[src/rtl/cpu_control_fsm_pkg.sv]
// Shared codes for the 6502 softcore control path: sequencer states, decoder
// field encodings, instruction classes and the packed strobe bundle.
package cpu_control_fsm_pkg;

  localparam logic [2:0] S_FETCH   = 3'd0;
  localparam logic [2:0] S_DECODE  = 3'd1;
  localparam logic [2:0] S_OPER_LO = 3'd2;
  localparam logic [2:0] S_OPER_HI = 3'd3;
  localparam logic [2:0] S_MEM_RD  = 3'd4;
  localparam logic [2:0] S_EXEC    = 3'd5;
  localparam logic [2:0] S_MEM_WR  = 3'd6;
  localparam logic [2:0] S_HALT    = 3'd7;

  localparam logic [1:0] AM_IMPL = 2'd0;
  localparam logic [1:0] AM_IMM  = 2'd1;
  localparam logic [1:0] AM_ZP   = 2'd2;
  localparam logic [1:0] AM_ABS  = 2'd3;

  localparam logic [2:0] DEST_NONE = 3'd0;
  localparam logic [2:0] DEST_A    = 3'd1;
  localparam logic [2:0] DEST_X    = 3'd2;
  localparam logic [2:0] DEST_Y    = 3'd3;
  localparam logic [2:0] DEST_MEM  = 3'd4;

  localparam logic [7:0] I_NOP = 8'h00;
  localparam logic [7:0] I_LDA = 8'h01;
  localparam logic [7:0] I_LDX = 8'h02;
  localparam logic [7:0] I_LDY = 8'h03;
  localparam logic [7:0] I_STA = 8'h04;
  localparam logic [7:0] I_STX = 8'h05;
  localparam logic [7:0] I_STY = 8'h06;
  localparam logic [7:0] I_ADC = 8'h07;
  localparam logic [7:0] I_INC = 8'h08;
  localparam logic [7:0] I_DEC = 8'h09;
  localparam logic [7:0] I_JMP = 8'h10;
  localparam logic [7:0] I_BEQ = 8'h20;
  localparam logic [7:0] I_BNE = 8'h21;
  localparam logic [7:0] I_BCS = 8'h22;
  localparam logic [7:0] I_BCC = 8'h23;
  localparam logic [7:0] I_BMI = 8'h24;
  localparam logic [7:0] I_BPL = 8'h25;
  localparam logic [7:0] I_BVC = 8'h26;
  localparam logic [7:0] I_BVS = 8'h27;

  typedef struct packed {
    logic mem_req;
    logic mem_we;
    logic addr_sel;
    logic wdata_sel;
    logic ir_load;
    logic op_lo_load;
    logic op_hi_load;
    logic mdr_load;
    logic pc_inc;
    logic pc_jmp;
    logic pc_rel;
    logic alu_en;
    logic reg_we;
    logic flags_we;
    logic halted;
  } ctrl_t;

  function automatic logic is_reg_dest(input logic [2:0] dest);
    return (dest == DEST_A) || (dest == DEST_X) || (dest == DEST_Y);
  endfunction

endpackage

[src/rtl/cpu_control_fsm_branch_cond.sv]
// Conditional-branch evaluator: decides whether a branch class is taken
// given the current status flags. Non-branch classes never take.
module cpu_control_fsm_branch_cond
  import cpu_control_fsm_pkg::*;
(
  input  logic [7:0] instr_type_i,
  input  logic       flag_z_i,
  input  logic       flag_c_i,
  input  logic       flag_n_i,
  input  logic       flag_v_i,
  output logic       take_o
);

  always_comb begin
    take_o = 1'b0;
    case (instr_type_i)
      I_BEQ:   take_o = flag_z_i;
      I_BNE:   take_o = !flag_z_i;
      I_BCS:   take_o = flag_c_i;
      I_BCC:   take_o = !flag_c_i;
      I_BMI:   take_o = flag_n_i;
      I_BPL:   take_o = !flag_n_i;
      I_BVS:   take_o = flag_v_i;
      I_BVC:   take_o = !flag_v_i;
      default: take_o = 1'b0;
    endcase
  end

endmodule

[src/rtl/cpu_control_fsm.sv]
// Multi-cycle instruction sequencer for the 6502 softcore: fetches opcode and
// operands over a req/ready bus and issues one-cycle datapath strobes.
module cpu_control_fsm
  import cpu_control_fsm_pkg::*;
#(
  parameter int unsigned WAIT_MAX = 255
) (
  input  logic       clk,
  input  logic       rst_n,
  input  logic       run,
  input  logic       mem_ready,
  input  logic       use_alu,
  input  logic       mem_read,
  input  logic       mem_write,
  input  logic [1:0] addr_mode,
  input  logic [1:0] instr_size,
  input  logic [7:0] instr_type,
  input  logic [2:0] reg_dest,
  input  logic       flag_z,
  input  logic       flag_c,
  input  logic       flag_n,
  input  logic       flag_v,
  output logic       mem_req,
  output logic       mem_we,
  output logic       addr_sel,
  output logic       wdata_sel,
  output logic       ir_load,
  output logic       op_lo_load,
  output logic       op_hi_load,
  output logic       mdr_load,
  output logic       pc_inc,
  output logic       pc_jmp,
  output logic       pc_rel,
  output logic       alu_en,
  output logic       reg_we,
  output logic       flags_we,
  output logic       halted
);

  localparam logic [7:0] WAIT_LIM = 8'(WAIT_MAX);

  logic [2:0] state_q, state_d;
  logic [7:0] wait_q, wait_d;
  logic       fetch_pend_q, fetch_pend_d;
  logic       br_take;
  ctrl_t      ctrl, ctrl_out;

  cpu_control_fsm_branch_cond u_branch_cond (
    .instr_type_i (instr_type),
    .flag_z_i     (flag_z),
    .flag_c_i     (flag_c),
    .flag_n_i     (flag_n),
    .flag_v_i     (flag_v),
    .take_o       (br_take)
  );

  always_comb begin
    ctrl    = '0;
    state_d = state_q;
    case (state_q)
      S_FETCH: begin
        // Once a fetch is on the bus it stays there even if run drops.
        if (run || fetch_pend_q) begin
          ctrl.mem_req = 1'b1;
          if (mem_ready) begin
            ctrl.ir_load = 1'b1;
            ctrl.pc_inc  = 1'b1;
            state_d      = S_DECODE;
          end
        end
      end
      S_DECODE: begin
        state_d = (instr_size <= 2'd1) ? S_EXEC : S_OPER_LO;
      end
      S_OPER_LO: begin
        ctrl.mem_req = 1'b1;
        if (mem_ready) begin
          ctrl.op_lo_load = 1'b1;
          ctrl.pc_inc     = 1'b1;
          if (instr_size == 2'd3)                   state_d = S_OPER_HI;
          else if (mem_read && addr_mode == AM_ZP)  state_d = S_MEM_RD;
          else                                      state_d = S_EXEC;
        end
      end
      S_OPER_HI: begin
        ctrl.mem_req = 1'b1;
        if (mem_ready) begin
          ctrl.op_hi_load = 1'b1;
          ctrl.pc_inc     = 1'b1;
          state_d         = S_EXEC;
        end
      end
      S_MEM_RD: begin
        ctrl.mem_req  = 1'b1;
        ctrl.addr_sel = 1'b1;
        if (mem_ready) begin
          ctrl.mdr_load = 1'b1;
          state_d       = S_EXEC;
        end
      end
      S_EXEC: begin
        ctrl.alu_en = use_alu;
        if (!mem_write && is_reg_dest(reg_dest)) begin
          ctrl.reg_we   = 1'b1;
          ctrl.flags_we = 1'b1;
        end
        ctrl.pc_jmp = (instr_type == I_JMP);
        ctrl.pc_rel = br_take;
        state_d     = mem_write ? S_MEM_WR : S_FETCH;
      end
      S_MEM_WR: begin
        ctrl.mem_req   = 1'b1;
        ctrl.mem_we    = 1'b1;
        ctrl.addr_sel  = 1'b1;
        ctrl.wdata_sel = (reg_dest == DEST_MEM);
        if (mem_ready) begin
          ctrl.flags_we = (reg_dest == DEST_MEM);
          state_d       = S_FETCH;
        end
      end
      S_HALT: begin
        ctrl.halted = 1'b1;
      end
      default: state_d = S_FETCH;
    endcase

    // Bus watchdog: counts stalled request cycles, cleared whenever no stall.
    wait_d = '0;
    if (ctrl.mem_req && !mem_ready) begin
      wait_d = wait_q + 8'd1;
      if (wait_d >= WAIT_LIM) state_d = S_HALT;
    end
    fetch_pend_d = (state_q == S_FETCH) && ctrl.mem_req && !mem_ready;
  end

  always_ff @(posedge clk or negedge rst_n) begin
    if (!rst_n) begin
      state_q      <= S_FETCH;
      wait_q       <= '0;
      fetch_pend_q <= 1'b0;
    end else begin
      state_q      <= state_d;
      wait_q       <= wait_d;
      fetch_pend_q <= fetch_pend_d;
    end
  end

  // Keep every strobe quiet while reset is held, even with run already high.
  assign ctrl_out = rst_n ? ctrl : '0;

  assign mem_req    = ctrl_out.mem_req;
  assign mem_we     = ctrl_out.mem_we;
  assign addr_sel   = ctrl_out.addr_sel;
  assign wdata_sel  = ctrl_out.wdata_sel;
  assign ir_load    = ctrl_out.ir_load;
  assign op_lo_load = ctrl_out.op_lo_load;
  assign op_hi_load = ctrl_out.op_hi_load;
  assign mdr_load   = ctrl_out.mdr_load;
  assign pc_inc     = ctrl_out.pc_inc;
  assign pc_jmp     = ctrl_out.pc_jmp;
  assign pc_rel     = ctrl_out.pc_rel;
  assign alu_en     = ctrl_out.alu_en;
  assign reg_we     = ctrl_out.reg_we;
  assign flags_we   = ctrl_out.flags_we;
  assign halted     = ctrl_out.halted;

endmodule
[config.mk]
export PLATFORM = sky130hd
export DESIGN_NAME = cpu_control_fsm
export DESIGN_NICKNAME = d
export VERILOG_FILES = /design/src/rtl/cpu_control_fsm_pkg.sv /design/src/rtl/cpu_control_fsm_branch_cond.sv /design/src/rtl/cpu_control_fsm.sv
export SDC_FILE = /design/constraint.sdc
export NUM_CORES = 1
export LEC_CHECK = 0
export CAP_MARGIN = 15
export CELL_PAD_IN_SITES_DETAIL_PLACEMENT = 1
export CELL_PAD_IN_SITES_GLOBAL_PLACEMENT = 1
export CORE_MARGIN = 4
export CORE_UTILIZATION = 31
export DETAILED_ROUTE_END_ITERATION = 12
export GPL_TIMING_DRIVEN = 0
export PLACE_DENSITY_LB_ADDON = 0.1
export REMOVE_ABC_BUFFERS = 1
export SLEW_MARGIN = 20
export SYNTH_ARGS = -nofsm -noshare
export SYNTH_HDL_FRONTEND = slang
export SYNTH_SLANG_ARGS = --single-unit
[constraint.sdc]
create_clock -name clk -period 3.3 [get_ports clk]
set_clock_uncertainty 0.1 [all_clocks]
set_input_delay 0.495 -clock clk [delete_from_list [all_inputs] [get_ports clk]]
set_output_delay 0.495 -clock clk [all_outputs]
set_load 0.03 [all_outputs]
==> Word-level counts from Yosys, hierarchy flattened <==
Cells that the tools add are included.
W data, S select, Z words.
{ "classes": {"magnitude_cmp": 2, "n_mux": 32, "bitwise_logic": 0, "div": 0, "add_sub_neg": 1, "n_mul": 0, "shift": 0, "eq_ne": 22, "n_reduce_logical": 19} }
{ "op_table": {"columns": ["operator", "count"], "rows": [
  ["$eq A8 B6 Y1 const B", 8],
  ["$mux W3", 10],
  ["$pmux W3 S6", 1],
  ["$eq A3 B3 Y1 const B", 5],
  ["$mux W15", 1],
  ["$mux W1", 13],
  ["$eq A3 B2 Y1 const B", 4],
  ["$add A8 B1 Y8 const B", 1],
  ["$eq A8 B5 Y1 const B", 1],
  ["$ge A8 B8 Y1 const B", 1],
  ["$mux W8", 1],
  ["$pmux W1 S8", 1],
  ["$eq A3 B1 Y1 const B", 2],
  ["$logic_not A1 Y1", 6],
  ["$pmux W1 S2", 3],
  ["$reduce_or A2 Y1", 3],
  ["$logic_and A1 B1 Y1", 5],
  ["$eq A2 B2 Y1 const B", 2],
  ["$mux W4", 1],
  ["$reduce_or A4 Y1", 1],
  ["$logic_not A3 Y1", 1],
  ["$logic_or A1 B1 Y1", 3],
  ["$le A2 B1 Y1 const B", 1],
  ["$mux W2", 1]
]} }
{ "word_totals": {"output_inout_bits": 15, "latch_bits": 0, "ramBits": 0, "inputBits": 26, "mem_count": 0, "regBits": 12, "rom_bits": 0} }

==> Longest topological paths before layout <==
Gate-level depths: netlist of run 1.
{ "depth": {"word_depth": 8, "depth_mapped": 6, "depth_no_buf": 6} }

==> By module <==
A second synthesis of run 1 with hierarchy kept.
{ "hier_totals": {"hier_cells": 109, "hier_area_um2": 877.1} }
{ "modules_own_cells": {"columns": ["module", "cells_per_inst", "n_inst", "area_each_um2", "seq_area_each_um2"], "rows": [
  ["cpu_control_fsm", 103, 1, 822.0, 300.3],
  ["cpu_control_fsm_branch_cond", 6, 1, 55.1, 0.0]
]} }

==> Worst setup path after synthesis of run 1 <==
Ideal clock, no wire load.
{ "synth_timing": {"path_kind": "flip-flop to output port", "start": "register state_q[0]", "end": "output flags_we", "slack_ns": 0.758, "arrival_ns": 1.947, "path_buffers": 0, "path_stages_with_launch": 5, "path_cell_list": "dfrtp_1 -> nor2b_2 -> nand3_1 -> nor4_1 -> a21o_1"} }
{ "synth_via": {"elab_chain_len": 3, "word_cells_on_any_way": 4, "cone_classes": "2 x eq/ne; 2 x mux"} }
{ "synth_rtl": {"columns": ["element", "line", "rtl"], "rows": [
  ["start, declared", "cpu_control_fsm.sv:42", "logic [2:0] state_q, state_d;"],
  ["start signal, assigned", "cpu_control_fsm.sv:142", "state_q <= state_d;"],
  ["$eq A3 B3 Y1", "cpu_control_fsm.sv:60", "case (state_q)"],
  ["$pmux W1 S2 *", "cpu_control_fsm.sv:60", null],
  ["$mux W15 *", "cpu_control_fsm.sv:149", "assign ctrl_out = rst_n ? ctrl : '0;"],
  ["end, declared", "cpu_control_fsm.sv:36", "output logic flags_we,"]
]} }
Mark *: on every way between the ends. The rest lies on a longest branch, timed or not.

==> Worst setup path after layout of run 1 <==
{ "layout_timing": {"start": "input instr_type[1]", "end": "output pc_rel"} }
{ "layout_via": {"elab_chain_len": 4, "word_cells_on_any_way": 11, "cone_classes": "8 x eq/ne; 3 x mux"} }
{ "layout_rtl": {"columns": ["element", "line", "rtl"], "rows": [
  ["start, declared", "cpu_control_fsm.sv:17", "input logic [7:0] instr_type,"],
  ["$eq A8 B6 Y1", "cpu_control_fsm_branch_cond.sv:16", "case (instr_type_i)"],
  ["$pmux W1 S8 *", "cpu_control_fsm_branch_cond.sv:16", null],
  ["$mux W4 *", "cpu_control_fsm.sv:60", null],
  ["$mux W15 *", "cpu_control_fsm.sv:149", null],
  ["end, declared", "cpu_control_fsm.sv:33", "output logic pc_rel,"]
]} }
Marks and branches as above.

==> flow_summary.json, run 1 <==
{
  "status": "complete, no violations",
  "worstPathArrival_ps": 2530,
  "crit_top_cell": "clkdlybuf4s50_1",
  "ys_ff_latch": 12,
  "ys_seq_area_frac": 0.328,
  "worstPathMaxFanout": 2,
  "h-tree-depth": 1,
  "ioPinCount": 41,
  "leakage_nw": 0.550,
  "worst_slew_pin_slew_ps": 487,
  "grt.total_usage": 0.143,
  "drtIter0Drc": 25,
  "grt_max_degree": 19,
  "num_rows": 19,
  "ctsHoldBuffers": 0,
  "period_share": 0.948,
  "cp.required_ps": 2700,
  "fin_hold_ws_ps": 46.7,
  "cellPowerDensity_nw_per_um2": 501,
  "ys_warn_count": 0,
  "via_per_inst": 5.30,
  "place.gp.congestion": 0.743,
  "clk_pin_slew_ps": 60,
  "critical_path_buf_inv_count": 2,
  "yosys.area.top_type_share": 0.328,
  "grt_pass1_vias": 1092,
  "crit_chain": "clkdlybuf4s50_1 -> mux4_2 -> xor2_1 -> and4b_1 -> clkdlybuf4s50_1",
  "post_cts_resized": 1,
  "relSlewSlack": 0.675,
  "fillCellCount": 337,
  "critPathLaunchType": "input port",
  "post_cts_buffers": 0,
  "async_flop_share": 1.00,
  "crit_family": "buffers and inverters",
  "dieArea_um2": 3890,
  "synthTopCellsByCount": "nor2_1, dfrtp_1, nand2_1, nand3_1, o21ai_0",
  "antenna_found_initial": 0,
  "die_x_um": 62.4,
  "drive_gt1_frac": 0.101,
  "synth_top_area_cell": "dfrtp_1",
  "fin_crit_ps": 3130,
  "syn_avg_cell_area_um2": 8.40,
  "final_antenna_net_count": 0,
  "max_cap_viol_count": 0,
  "wl_mm": 2.62,
  "synthTopCellsByArea": "dfrtp_1, nor2_1, nand3_1",
  "synth_edf_count": 0,
  "netlist_instances": 109,
  "worst_slack_ps": 172,
  "cts-root-buf": "clkbuf_4",
  "place_area_um2": 1330,
  "layout.nets": 178,
  "setup_viol": 0,
  "grt_overflow_total": 0,
  "synth_cell_types": 41,
  "drtPass1Iterations": 3,
  "cp-end-kind": "output pin",
  "slew_violations": 0,
  "fmax_ghz": 0.320,
  "drc": 0,
  "vias": 948,
  "post-dp-hpwl_mm": 2.15,
  "die_height_um": 62.4,
  "hold_viol_final": 0,
  "post-place-ws_ps": -238,
  "grt_pass1_wl_mm": 4.67,
  "clkLatencyLatePin_ps": 260,
  "synth_area_um2": 916,
  "diodes": 0,
  "core_um2": 2780,
  "initial_core_util": 0.329,
  "post-synth-top-count-cell": "nor2_1",
  "crit_path_max_incr_delay_ps": 670,
  "cts_buffers": 3,
  "area_delta_synth_final_pct": 47.5,
  "setup_tns_ps": 0,
  "io_buffers": 40,
  "hp-class": "in2async",
  "avgRoutedWirePerCell_um": 14.7,
  "stdcell_area_um2": 1350,
  "crit_slowest_cell": "clkdlybuf4s50_1",
  "cts_tree": "done",
  "crit_type": "in2out",
  "clock_sinks": 12,
  "vdd_drop_max_mv": 0.275,
  "clockBufferDepth": 2,
  "ys.flop_type": "dfrtp_1",
  "grt_setup_unrepaired": "no"
}
## sequential cells by signal, indices dropped and copies added, names as in the netlist
register,cells
fetch_pend_q,1
wait_q,8
state_q,3
## per-layer routing
metal  vias to the layer above  global-route usage  share of wire
li1                        470                   -              -
met1                       450               0.155           0.43
met2                        26               0.266           0.51
met3                         2              0.0234          0.048
met4                         0              0.0637          0.010
met5                         -                   0              0
## worst reg2reg max path, stage by stage (launching register included)
cell	delay (ps)
dfrtp_1	650
and2b_4	270
o31ai_4	400
a21oi_2	90
nand3_2	120
o2111ai_1	100
## layout by cell type (no fill, tap or decap), types with 2 or more instances in the layout
| cell | netlist | final |
|---|---|---|
| clkbuf_4 | 0 | 3 |
| nor2_1 | 14 | 14 |
| nor4_1 | 4 | 4 |
| and3_1 | 4 | 4 |
| nand3_2 | 2 | 2 |
| nor2b_1 | 3 | 3 |
| dfrtp_1 | 12 | 12 |
| nand3_1 | 7 | 7 |
| inv_1 | 3 | 3 |
| nor3_1 | 5 | 5 |
| xor2_1 | 4 | 4 |
| nand2_1 | 8 | 8 |
| a21oi_1 | 3 | 3 |
| and2b_4 | 2 | 2 |
| nand2b_1 | 2 | 2 |
| clkdlybuf4s50_1 | 0 | 39 |
| ha_1 | 2 | 2 |
| o21ai_0 | 7 | 7 |
| or3_1 | 2 | 2 |
## final cells by class
cell class / instances / area [µm²] / area share
clock buffers: 3 / 22.5 / 0.0167
inverters: 5 / 21.3 / 0.0157
repair buffers: 40 / 395 / 0.293
well taps: 31 / 38.8 / 0.0287
multi-input cells: 88 / 573 / 0.424
flip-flops and latches: 12 / 300 / 0.222
## per-stage QoR
step           total power, W   util  cells
6_report             0.000677  0.486    179
5_1_grt              0.000736  0.486    179
4_1_cts              0.000690  0.487    179
3_5_place_dp         0.000600  0.480    176
3_3_place_gp         0.000583  0.480    176
2_1_floorplan        0.000463      -    105
## path summary, 6_finish.rpt
path	startpoint	to	slack, ps	depth (start not counted)
max	instr_type[1]	pc_rel	170	5
min	rst_n	wait_q[2]$_DFF_PN0_	50	1
max reg2reg	state_q[2]$_DFF_PN0_	state_q[0]$_DFF_PN0_	1440	5
min reg2reg	wait_q[0]$_DFF_PN0_	wait_q[0]$_DFF_PN0_	460	1
max in group asynchronous	rst_n	state_q[0]$_DFF_PN0_	2770	1
min in group clk	wait_q[0]$_DFF_PN0_	wait_q[0]$_DFF_PN0_	460	1
## where the power goes
| group | internal [W] | total [W] | switching [W] |
|---|---|---|---|
| Clock | 0.0000421 | 0.0000842 | 0.0000421 |
| Sequential | 0.000176 | 0.000267 | 0.0000911 |
| Combinational | 0.000166 | 0.000326 | 0.000159 |
| Total | 0.000384 | 0.000677 | 0.000292 |
## logic make-up after synthesis
kind of cell	count (synthesis)	share of synthesized area
AND/OR/NAND/NOR	57	0.340
flip-flops	12	0.328
multiplexers	2	0.0355
adder cells (fa/ha/maj)	2	0.0273
buffers and inverters	9	0.0464
XOR/XNOR	4	0.0382
AO/OA/AOI/OAI	23	0.184
Note: power is estimated with default switching activity, not from simulation.
==> inputs of run 2 (changes only) <==
--- a/config.mk
+++ b/config.mk
@@ -14,7 +14,6 @@
 export GPL_TIMING_DRIVEN = 0
 export PLACE_DENSITY_LB_ADDON = 0.1
 export REMOVE_ABC_BUFFERS = 1
-export SLEW_MARGIN = 20
 export SYNTH_ARGS = -nofsm -noshare
 export SYNTH_HDL_FRONTEND = slang
 export SYNTH_SLANG_ARGS = --single-unit
==> results of run 2 <==
The final DEF is identical to that of run 1; final timing and power are the same.
